## src/rtl/if_id_pipe_reg_if.sv

```systemverilog
// Handshake and decoded-field bundle between fetch, the IF/ID register and decode.
// The master side is the upstream/downstream environment; the slave side is the pipe register.
interface if_id_pipe_reg_if #(
    parameter int unsigned INSTR_W = 8,
    parameter int unsigned OP_W    = 2,
    parameter int unsigned RD_W    = 3,
    parameter int unsigned RS_W    = 3
);
    logic               in_valid;
    logic               in_ready;
    logic [INSTR_W-1:0] instr_code;
    logic               out_valid;
    logic               out_ready;
    logic [OP_W-1:0]    opcode;
    logic [RD_W-1:0]    rd;
    logic [RS_W-1:0]    rs;

    modport master (
        output in_valid,
        output instr_code,
        output out_ready,
        input  in_ready,
        input  out_valid,
        input  opcode,
        input  rd,
        input  rs
    );

    modport slave (
        input  in_valid,
        input  instr_code,
        input  out_ready,
        output in_ready,
        output out_valid,
        output opcode,
        output rd,
        output rs
    );
endinterface

```

## src/rtl/if_id_pipe_reg.sv

```systemverilog
// IF/ID pipeline register with decoded opcode/rd/rs outputs and a saturating flush counter.
// Define IF_ID_SKID_EN for a two-entry skid buffer with registered in_ready.
module if_id_pipe_reg #(
    parameter int unsigned     INSTR_W = 8,
    parameter int unsigned     OP_W    = 2,
    parameter int unsigned     RD_W    = 3,
    parameter int unsigned     RS_W    = 3,
    parameter logic [OP_W-1:0] NOP_OP  = 2'b10,
    parameter int unsigned     CNT_W   = 8
) (
    input  logic             clk,
    input  logic             rst_n,
    input  logic             flush,
    if_id_pipe_reg_if.slave  bus,
    output logic [CNT_W-1:0] flush_cnt
);

    if (OP_W + RD_W + RS_W != INSTR_W) begin : g_bad_field_widths
        $error("if_id_pipe_reg: OP_W + RD_W + RS_W must equal INSTR_W");
    end

    typedef enum logic [1:0] {
        StEmpty,
        StOne,
        StTwo
    } state_e;

    state_e             state_q, state_d;
    logic [INSTR_W-1:0] head_q, head_d;
    logic [CNT_W-1:0]   flush_cnt_q, flush_cnt_d;
    logic               out_valid;
    logic               in_fire;
    logic               out_fire;

    assign out_valid = (state_q != StEmpty);
    assign out_fire  = out_valid & bus.out_ready;
    assign in_fire   = bus.in_valid & bus.in_ready;

`ifdef IF_ID_SKID_EN
    logic [INSTR_W-1:0] skid_q, skid_d;
    logic               in_ready_q;

    always_comb begin
        state_d = state_q;
        head_d  = head_q;
        skid_d  = skid_q;
        if (flush) begin
            // Flush wins over any transfer; a word accepted this cycle is dropped.
            state_d = StEmpty;
        end else begin
            unique case (state_q)
                StEmpty: begin
                    if (in_fire) begin
                        state_d = StOne;
                        head_d  = bus.instr_code;
                    end
                end
                StOne: begin
                    if (in_fire && out_fire) begin
                        head_d = bus.instr_code;
                    end else if (in_fire) begin
                        state_d = StTwo;
                        skid_d  = bus.instr_code;
                    end else if (out_fire) begin
                        state_d = StEmpty;
                    end
                end
                StTwo: begin
                    if (out_fire) begin
                        state_d = StOne;
                        head_d  = skid_q;
                    end
                end
                default: state_d = StEmpty;
            endcase
        end
    end

    always_ff @(posedge clk or negedge rst_n) begin
        if (!rst_n) begin
            skid_q     <= '0;
            in_ready_q <= 1'b1;
        end else begin
            skid_q     <= skid_d;
            // Registered so that in_ready has no combinational path from out_ready.
            in_ready_q <= (state_d != StTwo);
        end
    end

    assign bus.in_ready = in_ready_q;
`else
    always_comb begin
        state_d = state_q;
        head_d  = head_q;
        if (flush) begin
            state_d = StEmpty;
        end else begin
            unique case (state_q)
                StEmpty: begin
                    if (in_fire) begin
                        state_d = StOne;
                        head_d  = bus.instr_code;
                    end
                end
                StOne: begin
                    // With a single entry, in_fire here implies out_fire.
                    if (in_fire) begin
                        head_d = bus.instr_code;
                    end else if (out_fire) begin
                        state_d = StEmpty;
                    end
                end
                default: state_d = StEmpty;
            endcase
        end
    end

    assign bus.in_ready = bus.out_ready | ~out_valid;
`endif

    always_comb begin
        flush_cnt_d = flush_cnt_q;
        if (flush && (flush_cnt_q != {CNT_W{1'b1}})) begin
            flush_cnt_d = flush_cnt_q + CNT_W'(1);
        end
    end

    always_ff @(posedge clk or negedge rst_n) begin
        if (!rst_n) begin
            state_q     <= StEmpty;
            head_q      <= '0;
            flush_cnt_q <= '0;
        end else begin
            state_q     <= state_d;
            head_q      <= head_d;
            flush_cnt_q <= flush_cnt_d;
        end
    end

    // Bubble fields are forced whenever the register is empty, including during reset.
    always_comb begin
        bus.opcode = NOP_OP;
        bus.rd     = '0;
        bus.rs     = '0;
        if (out_valid) begin
            bus.opcode = head_q[INSTR_W-1 -: OP_W];
            bus.rd     = head_q[INSTR_W-OP_W-1 -: RD_W];
            bus.rs     = head_q[RS_W-1:0];
        end
    end

    assign bus.out_valid = out_valid;
    assign flush_cnt     = flush_cnt_q;

    a_head_stable_on_stall: assert property (
        @(posedge clk) disable iff (!rst_n)
        (out_valid && !bus.out_ready && !flush) |=> $stable(head_q)
    );

endmodule

```

## src/flat_wrapper.sv

```systemverilog
// flat-port wrapper written by rule: the top's interface ports become plain ports
module if_id_pipe_reg_flat 
#(
    parameter int unsigned     INSTR_W = 8,
    parameter int unsigned     OP_W    = 2,
    parameter int unsigned     RD_W    = 3,
    parameter int unsigned     RS_W    = 3,
    parameter logic [OP_W-1:0] NOP_OP  = 2'b10,
    parameter int unsigned     CNT_W   = 8
)
  (clk, rst_n, flush, flush_cnt, bus_in_valid, bus_instr_code, bus_out_ready, bus_in_ready, bus_out_valid, bus_opcode, bus_rd, bus_rs);
  if_id_pipe_reg_if #(.INSTR_W(INSTR_W), .OP_W(OP_W), .RD_W(RD_W), .RS_W(RS_W)) bus_i ();
  input  logic clk;
  input  logic rst_n;
  input  logic flush;
  output logic [CNT_W-1:0] flush_cnt;
  input wire logic [$bits(bus_i.in_valid)-1:0] bus_in_valid;
  input wire logic [$bits(bus_i.instr_code)-1:0] bus_instr_code;
  input wire logic [$bits(bus_i.out_ready)-1:0] bus_out_ready;
  output wire logic [$bits(bus_i.in_ready)-1:0] bus_in_ready;
  output wire logic [$bits(bus_i.out_valid)-1:0] bus_out_valid;
  output wire logic [$bits(bus_i.opcode)-1:0] bus_opcode;
  output wire logic [$bits(bus_i.rd)-1:0] bus_rd;
  output wire logic [$bits(bus_i.rs)-1:0] bus_rs;
  assign bus_i.in_valid = bus_in_valid;
  assign bus_i.instr_code = bus_instr_code;
  assign bus_i.out_ready = bus_out_ready;
  assign bus_in_ready = bus_i.in_ready;
  assign bus_out_valid = bus_i.out_valid;
  assign bus_opcode = bus_i.opcode;
  assign bus_rd = bus_i.rd;
  assign bus_rs = bus_i.rs;
  if_id_pipe_reg #(.INSTR_W(INSTR_W), .OP_W(OP_W), .RD_W(RD_W), .RS_W(RS_W), .NOP_OP(NOP_OP), .CNT_W(CNT_W)) u_core (.clk(clk), .rst_n(rst_n), .flush(flush), .bus(bus_i), .flush_cnt(flush_cnt));
endmodule
```

## config.mk

```make
export PLATFORM = sky130hd
export DESIGN_NAME = if_id_pipe_reg_flat
export DESIGN_NICKNAME = d
export VERILOG_FILES = /design/src/rtl/if_id_pipe_reg_if.sv /design/src/rtl/if_id_pipe_reg.sv /design/src/flat_wrapper.sv
export SDC_FILE = /design/constraint.sdc
export NUM_CORES = 1
export LEC_CHECK = 0
export CAP_MARGIN = 15
export CORE_MARGIN = 5
export CORE_UTILIZATION = 45
export CTS_BUF_LIST = sky130_fd_sc_hd__clkbuf_4
export CTS_CLUSTER_SIZE = 28
export DETAILED_ROUTE_END_ITERATION = 7
export GPL_TIMING_DRIVEN = 0
export PLACE_DENSITY = 0.92
export SLEW_MARGIN = 0
export SYNTH_ARGS = -nofsm -noshare
export SYNTH_HDL_FRONTEND = slang
export SYNTH_SLANG_ARGS = --single-unit
export TNS_END_PERCENT = 100
```

## constraint.sdc

```tcl
create_clock -name clk -period 2.46 [get_ports clk]
set_input_delay 0.492 -clock clk [delete_from_list [all_inputs] [get_ports clk]]
set_output_delay 0.492 -clock clk [all_outputs]
set_load 0.05 [all_outputs]
```

Yosys cells after proc, flatten, opt, wreduce, memory -nomap -nowiden

Cells that the tools add are included.
W data, S select, Z words.

Flip-flop bits (word level): 18
Output and inout bits: 18
Input bits: 13
Word-level logic and storage cells: 28

Bitwise logic cells: 5
Reductions and logical operators: 6
$add $sub $neg: 1
Multiplexer cells: 8
Eq/ne operators: 5

Operators by type and width:

| cell                  | count |
|---|---|
| $mux W2               | 5 |
| $add A8 B1 Y8 const B | 1 |
| $ne A8 B8 Y1 const B  | 1 |
| $mux W3               | 2 |
| $ne A3 B2 Y1 const B  | 2 |
| $reduce_and A3 Y1     | 2 |
| $pmux W2 S2           | 1 |
| $ne A3 B3 Y1 const B  | 1 |
| $and A1 B1 Y1         | 2 |
| $eq A2 B1 Y1 const B  | 1 |
| $logic_not A2 Y1      | 1 |
| $not A1 Y1            | 2 |
| $reduce_bool A2 Y1    | 1 |
| $reduce_or A2 Y1      | 1 |
| $logic_and A1 B1 Y1   | 1 |
| $or A1 B1 Y1          | 1 |

Depth between registers and ports, before layout

Depth in word-level cells: 7
Gate-level depth with buffers: 4
Gate-level depth less buffers: 4

Worst setup path after synthesis

No wires, ideal clock.

Path kind: register -> register
Start: reg u_core.flush_cnt_q[0], in the netlist u_core.flush_cnt[0]
End: reg u_core.flush_cnt_q[1], in the netlist u_core.flush_cnt[1]
Arrival: 1633 ps
Setup slack: 702 ps
Period minus slack after synthesis: 1758 ps
Stages on the path, launching flop included: 5
Library setup time: 125 ps
Cells stage by stage: dfrtp_1 -> ha_1 -> nand3_1 -> o21ai_1 -> mux2_2

Cells in the longest elaborated chain, start to end: 2

RTL lines:

| item                                                                  | line                  | source |
|---|---|---|
| start: declaration                                                    | if_id_pipe_reg.sv:30  | `logic [CNT_W-1:0] flush_cnt_q, flush_cnt_d;` |
| start signal: assignment                                              | if_id_pipe_reg.sv:136 | `flush_cnt_q <= flush_cnt_d;` |
| parallel branches: the longest is 2 deep, another holds $add A8 B1 Y8 | -                     |  |

Several ways; the timed one is not identified.
A chain may end at the register's enable or synchronous reset.

Final worst setup path

Start: in bus_out_ready
End: out bus_in_ready

Cells in the longest elaborated chain, start to end: 1

RTL lines:

| item               | line                  | source |
|---|---|---|
| start: declaration | flat_wrapper.sv:19    | `input wire logic [$bits(bus_i.out_ready)-1:0] bus_out_ready;` |
| $or A1 B1 Y1       | if_id_pipe_reg.sv:118 | `assign bus.in_ready = bus.out_ready \| ~out_valid;` |
| end: declaration   | flat_wrapper.sv:20    | `output wire logic [$bits(bus_i.in_ready)-1:0] bus_in_ready;` |

Every way passes these cells.

==> impl_metrics.toml <==
[routing]
wl_um = 1551
num_vias = 615
drc_errors = 0
drt_pass1_iterations = 4
via_per_inst = 5.000
wl_per_cell_um = 12.61
drt-initial-drc-count = 13
ant_nets = 0

[logic_synthesis]
async_flop_share_pct = 100.0
synth_fp_nets = 78
synth_warnings = 0
netlist.area_leader.share_pct = 52.71
synth_top_cell_by_area = "dfrtp_1"
synth_most_common_cell = "dfrtp_1"
synth_cells = 64
syn_area_um2 = 807.0
yosys-top-cells-count = "17 x dfrtp_1, 10 x mux2_2, 7 x and2_2"
synth_edf_count = 0
syn_avg_cell_area_um2 = 12.61
yosys_register_bits = 17
synth.area.top_cells = "dfrtp_1 53%, mux2_2 14%, and2_2 6.5%"
yosysSeqAreaShare_pct = 52.71
synthDistinctLibCells = 23
synth_flop_cell = "dfrtp_1"

[place]
portBuffers = 30
dp_hpwl_um = 1239
gp_congestion = 0.8022
placed_area_um2 = 1139

[pwr]
combPwrFrac_pct = 50.0
peakVddDrop_mv = 0.8003
seqPwrFrac_pct = 37.7
p_per_area_nw_per_um2 = 1058
internal_power_w = 0.0006843
power.share.clock_pct = 12.3
p_sw_w = 0.0005524
p_leak_nw = 0.4764
sw_frac_of_total_pct = 44.66
power_w = 0.001237

[worst_setup_path]
cp_max_fo = 3
cp_slowest_cell = "clkdlybuf4s50_1"
criticalPathCategory = "input pin to output port"
path_buf_inv = 3
cp_data_required_time_ns = 1.97
cp_top_family = "buffers and inverters"
worst_setup_path_start_kind = "input pin"
critical_path.max_stage_delay_ns = 0.79
crit_top_cell = "clkdlybuf4s50_1"
worstSetupEndpointType = "output port"
crit_chain = "clkdlybuf4s50_1 -> nor2b_4 -> inv_1 -> clkdlybuf4s50_1"
arrival_ns = 1.88

[sta]
tns_ns = 0
finClkSkew_ns = 0.004046
setup_violations = 0
worst_pin_slew_ns = 0.7306
min_period_ns = 2.375
grt_setup_unrepaired = "no"
fin_crit_sh_pct = 96.54
fmax_mhz = 421.1
slew_viol_final = 0
hold_violations = 0
slew_headroom_pct = 51.14

[floorplan]
start_util_pct = 47.25
die_h_um = 52.35
ios = 31
chipWidth_um = 52.35
placementRows = 15
coreArea_um2 = 1708
dieArea_um2 = 2741

[global_routing]
use_met1_pct = 16.04
antenna_found_initial = 0
grt_pass1_wl_um = 2684
grt_use_met3_pct = 3.134
grt_max_degree = 18
top_usage_layer = "met2"
grt_pass1_vias = 627
grt_usage_pct = 13.14
gr-total-overflow = 0
grt.met2_usage_pct = 21.49

[clocking]
cts_buffers = 3
htreeDepth = 1
cts_resized = 0
clkTransAtPathRegs_ns = 0.09
cts_sinks = 17
cts_tree = "done"
clock_tree.buffer_depth = 2
cts_setup_buffers = 0
cts_root_buffer = "clkbuf_4"
postCtsHoldBufs = 0
clkLatencyLatePin_ns = 0.28

[worst_hold_path]
min_path_type = "register to register"

[flow_run]
cap_violations = 0

[layout]
layout-drive-gt1-share_pct = 25.51
area_growth_pct = 44.81
nets = 113
final_cell_area_um2 = 1169
antenna_cells = 0
postLayoutCoreUtil_pct = 68.42

[status]
outcome = "finished clean"
## power groups by stage
stage / clock, W / sequential, W / combinational, W
3_3_place_gp: 0 / 0.000465 / 0.000613
5_1_grt: 0.000179 / 0.000486 / 0.000651
2_1_floorplan: 0 / 0.000675 / 0.000199
4_1_cts: 0.000162 / 0.000467 / 0.000625
3_5_place_dp: 0 / 0.000471 / 0.000622
6_report: 0.000153 / 0.000466 / 0.000618
## routing by layer
layer	part of all wire, %	routed length (µm)
met3	7.0	109
met4	0.45	7
met5	0	0
met2	46	712
met1	47	722
## path summary, 6_finish.rpt
path / from / end / slack (ns) / cells past startpoint
min in group asynchronous: rst_n / u_core.head_q[3]$_DFFE_PN0P_ / 0.64 / 1
min: u_core.head_q[5]$_DFFE_PN0P_ / u_core.head_q[5]$_DFFE_PN0P_ / 0.51 / 1
max in group asynchronous: rst_n / u_core.head_q[4]$_DFFE_PN0P_ / 1.36 / 1
min reg2reg: u_core.head_q[5]$_DFFE_PN0P_ / u_core.head_q[5]$_DFFE_PN0P_ / 0.51 / 1
max reg2reg: u_core.flush_cnt[0]$_DFFE_PN0P_ / u_core.flush_cnt[1]$_DFFE_PN0P_ / 0.94 / 4
max: bus_out_ready / bus_in_ready / 0.08 / 4
## state kept, by name, summed over array words and instances (netlist names)
signal,count
u_core.flush_cnt,8
u_core.head_q,8
u_core.state_q,1
## worst register-to-register path, cell delays in order, from the launching register on
cell     delay, ns
dfrtp_1       0.42
ha_1          0.23
nand3_1       0.14
o21ai_1       0.27
mux2_2        0.36
## placed cells by master (no fill, tap or decap), drive strengths merged, types with 2 or more instances in the layout
master	n
mux2	11
nand4	2
a21oi	2
and2	7
nor2	3
clkdlybuf4s50	30
clkbuf	4
nand3	3
xnor2	2
dfrtp	17
nand2	3
and3	2
## stage by stage
step	hold slack, ns	cells	setup WS (ns)
2_1_floorplan	0.1964	64	0.7019
3_3_place_gp	0.4807	119	0.07707
3_5_place_dp	0.4878	119	0.08112
4_1_cts	0.5099	123	0.08112
5_1_grt	0.5190	123	0.05318
6_report	0.5051	123	0.08500
## cell type report
| class | count | area, µm² |
|---|---|---|
| fill | 136 | 539.3 |
| sequential | 17 | 425.4 |
| multi-input combinational | 46 | 377.9 |
| timing repair buffer | 30 | 300.3 |
| tap | 25 | 31.28 |
| clock buffer | 4 | 30.03 |
| inverter | 1 | 3.754 |
## kinds of logic (layout without fill, tap and decap cells)
family | count (synthesis) | in the layout | share of synthesized area (%)
simple gates | 25 | 25 | 21.39
flops | 17 | 17 | 52.71
mux | 11 | 11 | 15.81
compound gates | 6 | 6 | 4.807
xor+xnor | 3 | 3 | 3.256
fa+ha+maj | 1 | 1 | 1.550
buf+inv | 1 | 35 | 0.4647
Power figures use the tool's default switching activity.
